File: src/rtl/tc_pkg.sv
// Shared types and helpers for the two's-complement operand conditioning pipe.
// Latency: n/a (types and pure functions only).
// Backpressure: n/a.
//
// Contents:
//   opcode_e      multiply-type code; decides which operand sides are signed
//   precision_e   lane-size code, lane width = 8 << code
//   lane_lg2()    effective lane-size code after clamping oversize lanes to bytes
//   lane_w()      effective lane width in bits
//   signed_decode() per-side signedness of an opcode
package tc_pkg;

    // MUL/MULH treat both operands as signed, MULHU neither, MULHSU only A.
    typedef enum logic [1:0] {
        OP_MUL    = 2'b00,
        OP_MULH   = 2'b01,
        OP_MULHU  = 2'b10,
        OP_MULHSU = 2'b11
    } opcode_e;

    typedef enum logic [1:0] {
        PREC_8  = 2'b00,
        PREC_16 = 2'b01,
        PREC_32 = 2'b10,
        PREC_64 = 2'b11
    } precision_e;

    // A lane code wider than the operand falls back to byte lanes, which keeps
    // the legacy XLEN=32 behaviour of code 11 meaning 8-bit lanes.
    function automatic logic [1:0] lane_lg2(input logic [1:0] prec, input int unsigned xlen);
        return ((32'd8 << prec) > xlen) ? 2'd0 : prec;
    endfunction

    function automatic int unsigned lane_w(input logic [1:0] prec, input int unsigned xlen);
        return 32'd8 << lane_lg2(prec, xlen);
    endfunction

    // operand_b selects the B-side decode (MULHSU leaves B unsigned).
    function automatic logic signed_decode(input opcode_e op, input logic operand_b);
        if (operand_b)
            return (op == OP_MUL) || (op == OP_MULH);
        else
            return (op != OP_MULHU);
    endfunction

endpackage

File: src/rtl/tc_lane_negate.sv
// Byte-segmented conditional negation: each byte flagged in neg is inverted and
// the +1 ripples only within its lane. Latency: combinational. Backpressure: none.
//
// Ports:
//   operand    [XLEN-1:0]   raw operand
//   precision  [1:0]        lane-size code (clamped to byte lanes if oversize)
//   neg        [XLEN/8-1:0] per-byte negate enable; all bytes of a lane agree
//   magnitude  [XLEN-1:0]   lane-wise result: -lane where negated, else raw
module tc_lane_negate
    import tc_pkg::*;
#(
    parameter int unsigned XLEN = 32
) (
    input  logic [XLEN-1:0]   operand,
    input  logic [1:0]        precision,
    input  logic [XLEN/8-1:0] neg,
    output logic [XLEN-1:0]   magnitude
);

    localparam int unsigned NBYTES = XLEN / 8;

    logic [1:0]        lg2;
    // carry[i] is the carry arriving at byte i from byte i-1.
    logic [NBYTES-1:0] carry;

    assign lg2      = lane_lg2(precision, XLEN);
    assign carry[0] = 1'b0;

    for (genvar i = 0; i < NBYTES; i++) begin : g_byte
        // Whether byte i opens a lane, for each possible lane size.
        localparam bit START_16 = (i % 2) == 0;
        localparam bit START_32 = (i % 4) == 0;
        localparam bit START_64 = (i % 8) == 0;

        logic [3:0] start_sel;
        logic       cin;
        logic [7:0] inv;

        assign start_sel = {START_64, START_32, START_16, 1'b1};
        // The +1 of the two's complement enters at the lane's lowest byte;
        // higher bytes only take the ripple, so nothing crosses a lane edge.
        assign cin = start_sel[lg2] ? neg[i] : carry[i];
        assign inv = operand[8*i +: 8] ^ {8{neg[i]}};
        assign magnitude[8*i +: 8] = inv + {7'd0, cin};

        // Adding a single bit carries out only when the byte is all ones.
        if (i < NBYTES - 1) begin : g_carry
            assign carry[i+1] = cin & (&inv);
        end
    end

endmodule

File: src/rtl/tc_operand_pipe.sv
// Two-stage valid/ready pipe turning signed SIMD lanes into unsigned magnitudes plus per-byte sign mask.
// Latency: 2 cycles in_valid->out_valid, throughput 1 entry/cycle.
// Backpressure: out_ready low stalls S2 then S1; in_ready is combinational from out_ready (no skid buffer).
//
// Ports:
//   clk, rst             clock; synchronous active-high reset
//   flush                synchronous clear of all in-flight entries
//   in_valid/in_ready    input handshake; opcode, precision, operand, in_tag ride with it
//   out_valid/out_ready  output handshake; operand_tc, sign_mask, out_tag ride with it
//   operand_tc           per-lane magnitude, zero when out_valid is low
//   sign_mask            one bit per byte, set for every byte of a negated lane
//   out_tag              sideband tag of the output entry
module tc_operand_pipe
    import tc_pkg::*;
#(
    parameter int unsigned XLEN      = 32,
    parameter int unsigned OPERAND_B = 0,
    parameter int unsigned TAG_W     = 4
) (
    input  logic              clk,
    input  logic              rst,
    input  logic              flush,
    input  logic              in_valid,
    output logic              in_ready,
    input  logic [1:0]        opcode,
    input  logic [1:0]        precision,
    input  logic [XLEN-1:0]   operand,
    input  logic [TAG_W-1:0]  in_tag,
    output logic              out_valid,
    input  logic              out_ready,
    output logic [XLEN-1:0]   operand_tc,
    output logic [XLEN/8-1:0] sign_mask,
    output logic [TAG_W-1:0]  out_tag
);

    localparam int unsigned NBYTES = XLEN / 8;

    // Stage 1: raw entry as accepted.
    logic              s1_valid;
    logic [1:0]        s1_opcode;
    logic [1:0]        s1_precision;
    logic [XLEN-1:0]   s1_operand;
    logic [TAG_W-1:0]  s1_tag;

    // Stage 2: conditioned result.
    logic              s2_valid;
    logic [XLEN-1:0]   s2_operand_tc;
    logic [NBYTES-1:0] s2_sign_mask;
    logic [TAG_W-1:0]  s2_tag;

    logic              s2_advance;
    logic              s1_advance;
    logic              in_fire;

    logic [1:0]        s1_lg2;
    logic              s1_signed;
    logic [NBYTES-1:0] s1_neg;
    logic [XLEN-1:0]   s1_magnitude;

    // ------------------------------------------------------------------
    // Flow control
    // ------------------------------------------------------------------
    assign s2_advance = !s2_valid || out_ready;
    // S1 moves whenever S2 can take it; an empty S1 is always free.
    assign s1_advance = s2_advance;
    assign in_ready   = !s1_valid || s1_advance;
    assign in_fire    = in_valid && in_ready;

    // Only the valid bits are reset; flush drops everything, including an
    // entry offered in the same cycle.
    always_ff @(posedge clk) begin
        if (rst) begin
            s1_valid <= 1'b0;
            s2_valid <= 1'b0;
        end else if (flush) begin
            s1_valid <= 1'b0;
            s2_valid <= 1'b0;
        end else begin
            if (s2_advance)
                s2_valid <= s1_valid;
            if (in_ready)
                s1_valid <= in_valid;
        end
    end

    // Data registers carry no reset; they are qualified by the valid bits.
    always_ff @(posedge clk) begin
        if (in_fire) begin
            s1_opcode    <= opcode;
            s1_precision <= precision;
            s1_operand   <= operand;
            s1_tag       <= in_tag;
        end
        if (s1_advance && s1_valid) begin
            s2_operand_tc <= s1_magnitude;
            s2_sign_mask  <= s1_neg;
            s2_tag        <= s1_tag;
        end
    end

    // ------------------------------------------------------------------
    // Per-byte negate mask: a byte is negated when its lane is signed and
    // the lane's top bit is set. Every byte looks at the MSB of the most
    // significant byte of its own lane, so all bytes of a lane agree.
    // ------------------------------------------------------------------
    assign s1_lg2    = lane_lg2(s1_precision, XLEN);
    assign s1_signed = signed_decode(opcode_e'(s1_opcode), OPERAND_B != 0);

    for (genvar i = 0; i < NBYTES; i++) begin : g_neg
        // Bit index of the lane MSB for each lane size; sizes that do not
        // fit the operand are never selected, so point them at this byte.
        localparam int unsigned MSB_8  = 8*i + 7;
        localparam int unsigned MSB_16 = (XLEN >= 16) ? 8*(i | 1) + 7 : MSB_8;
        localparam int unsigned MSB_32 = (XLEN >= 32) ? 8*(i | 3) + 7 : MSB_8;
        localparam int unsigned MSB_64 = (XLEN >= 64) ? 8*(i | 7) + 7 : MSB_8;

        logic [3:0] msb_sel;

        assign msb_sel   = {s1_operand[MSB_64], s1_operand[MSB_32],
                            s1_operand[MSB_16], s1_operand[MSB_8]};
        assign s1_neg[i] = s1_signed & msb_sel[s1_lg2];
    end

    // The most negative lane value maps onto itself, which is already the
    // correct unsigned magnitude, so no overflow handling is needed.
    tc_lane_negate #(
        .XLEN (XLEN)
    ) u_lane_negate (
        .operand   (s1_operand),
        .precision (s1_precision),
        .neg       (s1_neg),
        .magnitude (s1_magnitude)
    );

    // ------------------------------------------------------------------
    // Outputs read as zero while nothing is presented.
    // ------------------------------------------------------------------
    assign out_valid  = s2_valid;
    assign operand_tc = s2_valid ? s2_operand_tc : '0;
    assign sign_mask  = s2_valid ? s2_sign_mask  : '0;
    assign out_tag    = s2_valid ? s2_tag        : '0;

endmodule

File: config.mk
export PLATFORM = sky130hd
export DESIGN_NAME = tc_operand_pipe
export DESIGN_NICKNAME = d
export VERILOG_FILES = /design/src/rtl/tc_pkg.sv /design/src/rtl/tc_lane_negate.sv /design/src/rtl/tc_operand_pipe.sv
export SDC_FILE = /design/constraint.sdc
export NUM_CORES = 1
export LEC_CHECK = 0
export CORE_ASPECT_RATIO = 0.9
export CORE_MARGIN = 8
export CORE_UTILIZATION = 46
export CTS_BUF_LIST = sky130_fd_sc_hd__clkbuf_16
export DETAILED_ROUTE_END_ITERATION = 6
export PLACE_DENSITY_LB_ADDON = 0.25
export SETUP_SLACK_MARGIN = 0.4
export SYNTH_ARGS = -nofsm -noshare
export SYNTH_HDL_FRONTEND = slang
export SYNTH_SLANG_ARGS = --single-unit
export TNS_END_PERCENT = 1
File: constraint.sdc
create_clock -name clk -period 3.6 [get_ports clk]
set_input_delay 0.72 -clock clk [delete_from_list [all_inputs] [get_ports clk]]
set_output_delay 0.72 -clock clk [all_outputs]
set_load 0.01 [all_outputs]
==> results of run 1 <==
==> kinds of logic after synthesis <==
logic type | Yosys count | share of synthesized area, %
AND/OR/NAND/NOR | 126 | 18.0
flip-flops | 82 | 59.3
AO/OA/AOI/OAI | 48 | 8.12
XOR/XNOR | 36 | 7.66
buffers and inverters | 18 | 2.16
adder cells (fa/ha/maj) | 11 | 3.34
multiplexers | 5 | 1.34
==> sequential cells by signal, summed over array words and instances, names as in the netlist <==
| register | flops |
|---|---|
| s1_operand | 32 |
| s2_operand_tc | 32 |
| s1_tag | 4 |
| s2_sign_mask | 4 |
| s2_tag | 4 |
| s1_opcode | 2 |
| s1_precision | 2 |
| out_valid | 1 |
| s1_valid | 1 |
==> layout by cell type, fill, tap and decap left out, types with 4 or more instances in the layout <==
cell type	count
clkdlybuf4s50_1	86
edfxtp_1	80
and2_1	44
xnor2_1	25
buf_4	17
nand2_1	14
xor2_1	11
nor3_1	11
nor2_1	11
a21oi_1	10
clkbuf_16	9
nand3_1	8
a31oi_1	8
inv_1	6
o22ai_1	6
nand2b_1	5
o21ai_0	5
ha_4	5
inv_2	4
ha_2	4
==> metrics by stage <==
stage / hold WS, ps / util, % / setup WS (ps)
floorplan: 400 / - / 331
global route: 439 / 65.2 / 81.7
finish: 420 / 65.2 / 233
detailed placement: 408 / 59.7 / -29.7
global placement: 401 / 59.7 / 135
CTS: 422 / 64.5 / 286
==> final cells by class <==
type	instances	area (µm²)	share of cell area, %
clock buffer	9	225	4.00
clock inverter	7	81.3	1.44
inverter	8	32.5	0.577
multi-input combinational	226	1710	30.3
sequential	82	2440	43.3
tap	119	149	2.64
timing repair buffer	104	1000	17.7
==> power breakdown <==
group / switching, µW / leakage, µW / total, µW / internal (µW)
Clock: 348 / 0.000163 / 945 / 597
Sequential: 35.3 / 0.000777 / 1150 / 1120
Combinational: 146 / 0.00105 / 313 / 167
==> routing by layer <==
| layer | track usage [%] | part of all wire (%) |
|---|---|---|
| met1 | 17.8 | 43 |
| met2 | 24.4 | 48 |
| met3 | 4.28 | 6.9 |
| met4 | 5.74 | 2.0 |
| met5 | 0 | 0 |
==> timing repair <==
action	4_1_cts	5_1_grt
setup endpoints to repair	18	16
pin swaps	8	8
buffers inserted	7	4
gates cloned	0	0
gates resized for setup	10	9
==> worst register-to-register path, stage by stage (launching register included) <==
cell and delay (ps):
edfxtp_1 470, ha_4 230, mux2i_4 190, a211oi_4 270
nand2_2 120, inv_4 90, ha_4 200, nor4_2 120
and4b_1 280, o221ai_2 140, nand2b_1 170, ha_4 180
ha_4 150, nor2b_4 140, nor3_2 50, o22ai_1 230
xnor2_1 90
==> worst max path at each step <==
| stage | end | slack [ps] | cells after the start |
|---|---|---|---|
| after floorplan | s2_operand_tc[20] | 330 | 18 |
| after CTS | s2_operand_tc[20] | 290 | 16 |
| after detailed placement | s2_operand_tc[20] | -30 | 17 |
| after global placement | s2_operand_tc[20] | 140 | 17 |
| after global routing | s2_operand_tc[20] | 80 | 16 |
| final | s2_operand_tc[20] | 230 | 16 |
==> impl_metrics.csv, run 1 <==
group,metric,value,unit
finish,final_design_area_no_fill,5640,µm²
timing,min_period,3370,ps
finish,layout-drive-gt1-share,14.9,%
setup_path,end_kind,"register",
clock_network,holdBufCountCts,0,
global_route,antenna_found_initial,0,
power_and_ir_drop,power_density,428,nW/µm²
timing,slew_headroom,63.2,%
yosys,async_flop_share,0,%
yosys,synth_top_area_share,58.4,%
status,status,"completed",
global_route,first_global_vias,2900,
finish,area_delta_synth_final,36.9,%
finish,final_cells,555,
setup_path,slowest_delay,470,ps
global_route,grt_max_degree,41,
timing,finalHoldViolCount,0,
finish,nFillCells,684,
drt,first_iter_violations,133,
clock_network,cts_buffers,9,
setup_path,critPathKind,"reg -> reg",
timing,timing.final.crit_share,93.5,%
placed_design,gp_congestion,0.846,
setup_path,path_cells,"ha_4 > mux2i_4 > a211oi_4 > nand2_2 > inv_4 > ha_4 > nor4_2 > and4b_1 > o221ai_2 > nand2b_1 > ha_4 > ha_4 > nor2b_4 > nor3_2 > o22ai_1 > xnor2_1",
setup_path,critPathLaunchType,"register",
drt,wl_per_cell,16.2,µm
yosys,synthTopCellsByCount,"edfxtp_1 (80), and2_1 (45), xnor2_1 (25)",
floorplanning,die_y,106,µm
worst_hold_path,hp-class,"reg -> reg",
global_route,overflow,0,
clock_network,path_clk_slew,60,ps
yosys,synth_edf_count,80,
finish,diodes,0,
worst_hold_path,hp-start,"s1_tag[1]",
yosys,synth_most_common_cell,"edfxtp_1",
floorplanning,initial_utilization,47.6,%
setup_path,path_buf_inv,1,
yosys,yosysSeqAreaShare,59.3,%
yosys,syn_avg_cell_area,12.6,µm²
power_and_ir_drop,p_leak,0.00199,µW
yosys,ys.flop_type,"edfxtp_1",
global_route,grtUsageTotal,14.8,%
floorplanning,design.portCount,87,
setup_path,worstReg2RegEnd,"s2_operand_tc[20]",
yosys,ys_types,56,
timing,slew_viol_final,0,
setup_path,path_delay_family,"simple AND/OR/NAND/NOR gates",
power_and_ir_drop,power,2410,µW
timing,setup_viol,0,
run,drv_cap,0,
setup_path,cp.required,3680,ps
setup_path,cp_common_cell,"ha_4",
yosys,ys_top_cells_by_area,"edfxtp_1 (58%), and2_1 (6.8%), xnor2_1 (5.3%)",
yosys,syn_area,4120,µm²
placed_design,port_buffers,86,
setup_path,rrSetupSlack,230,ps
timing,fmax,0.297,GHz
floorplanning,die_w,116,µm
clock_network,cts_buffer_depth,2,
worst_hold_path,holdPathStages,0,
yosys,syn_nets,382,
drt,drc,0,
drt,drtAntennaViolNets,0,
timing,setup_tns,0,ps
setup_path,rr_worst_depth,16,
drt,vias,2871,
floorplanning,coreArea,8650,µm²
clock_network,cts_root_buffer,"clkbuf_16",
drt,detail_route.vias_per_cell,5.17,
yosys,syn_inst,326,
worst_hold_path,whs_endpoint,"s2_tag[1]",
setup_path,cp_max_fo,5,
setup_path,slowest_stage,"edfxtp_1",
setup_path,crit-reg2reg-launch,"s1_precision[0]",
setup_path,cp.arrival,3450,ps
finish,nets,487,
floorplanning,dieArea,12200,µm²
clock_network,clock_latency,330,ps
timing,worst_slew_pin_slew,552,ps
placed_design,placed_cells,528,
clock_network,htreeDepth,3,
floorplanning,row_count,32,
placed_design,hpwl,6.36,mm
yosys,ys_warn_count,0,
global_route,grt_pass1_wl,14.3,mm
yosys,synth.ff_latch_count,82,
timing,rsz0062_at_grt,"yes",
drt,drt-total-wl,8.97,mm
timing,fin_worst_skew,9.35,ps
clock_network,cts_sinks,82,
setup_path,crit_start,"s1_precision[0]",
clock_network,cts_tree,"done",
drt,drt-pass1-iter-count,5,
placed_design,placed_area,5170,µm²
power_and_ir_drop,ir_drop,257,µV
yosys,synth_top_area_cell,"edfxtp_1",
(Power assumes the default switching activity.)
==> inputs of run 2 (changes only) <==
- GPL_ROUTABILITY_DRIVEN: not set -> 0
==> results of run 2 <==
The final DEF is identical to that of run 1; final timing and power are the same.
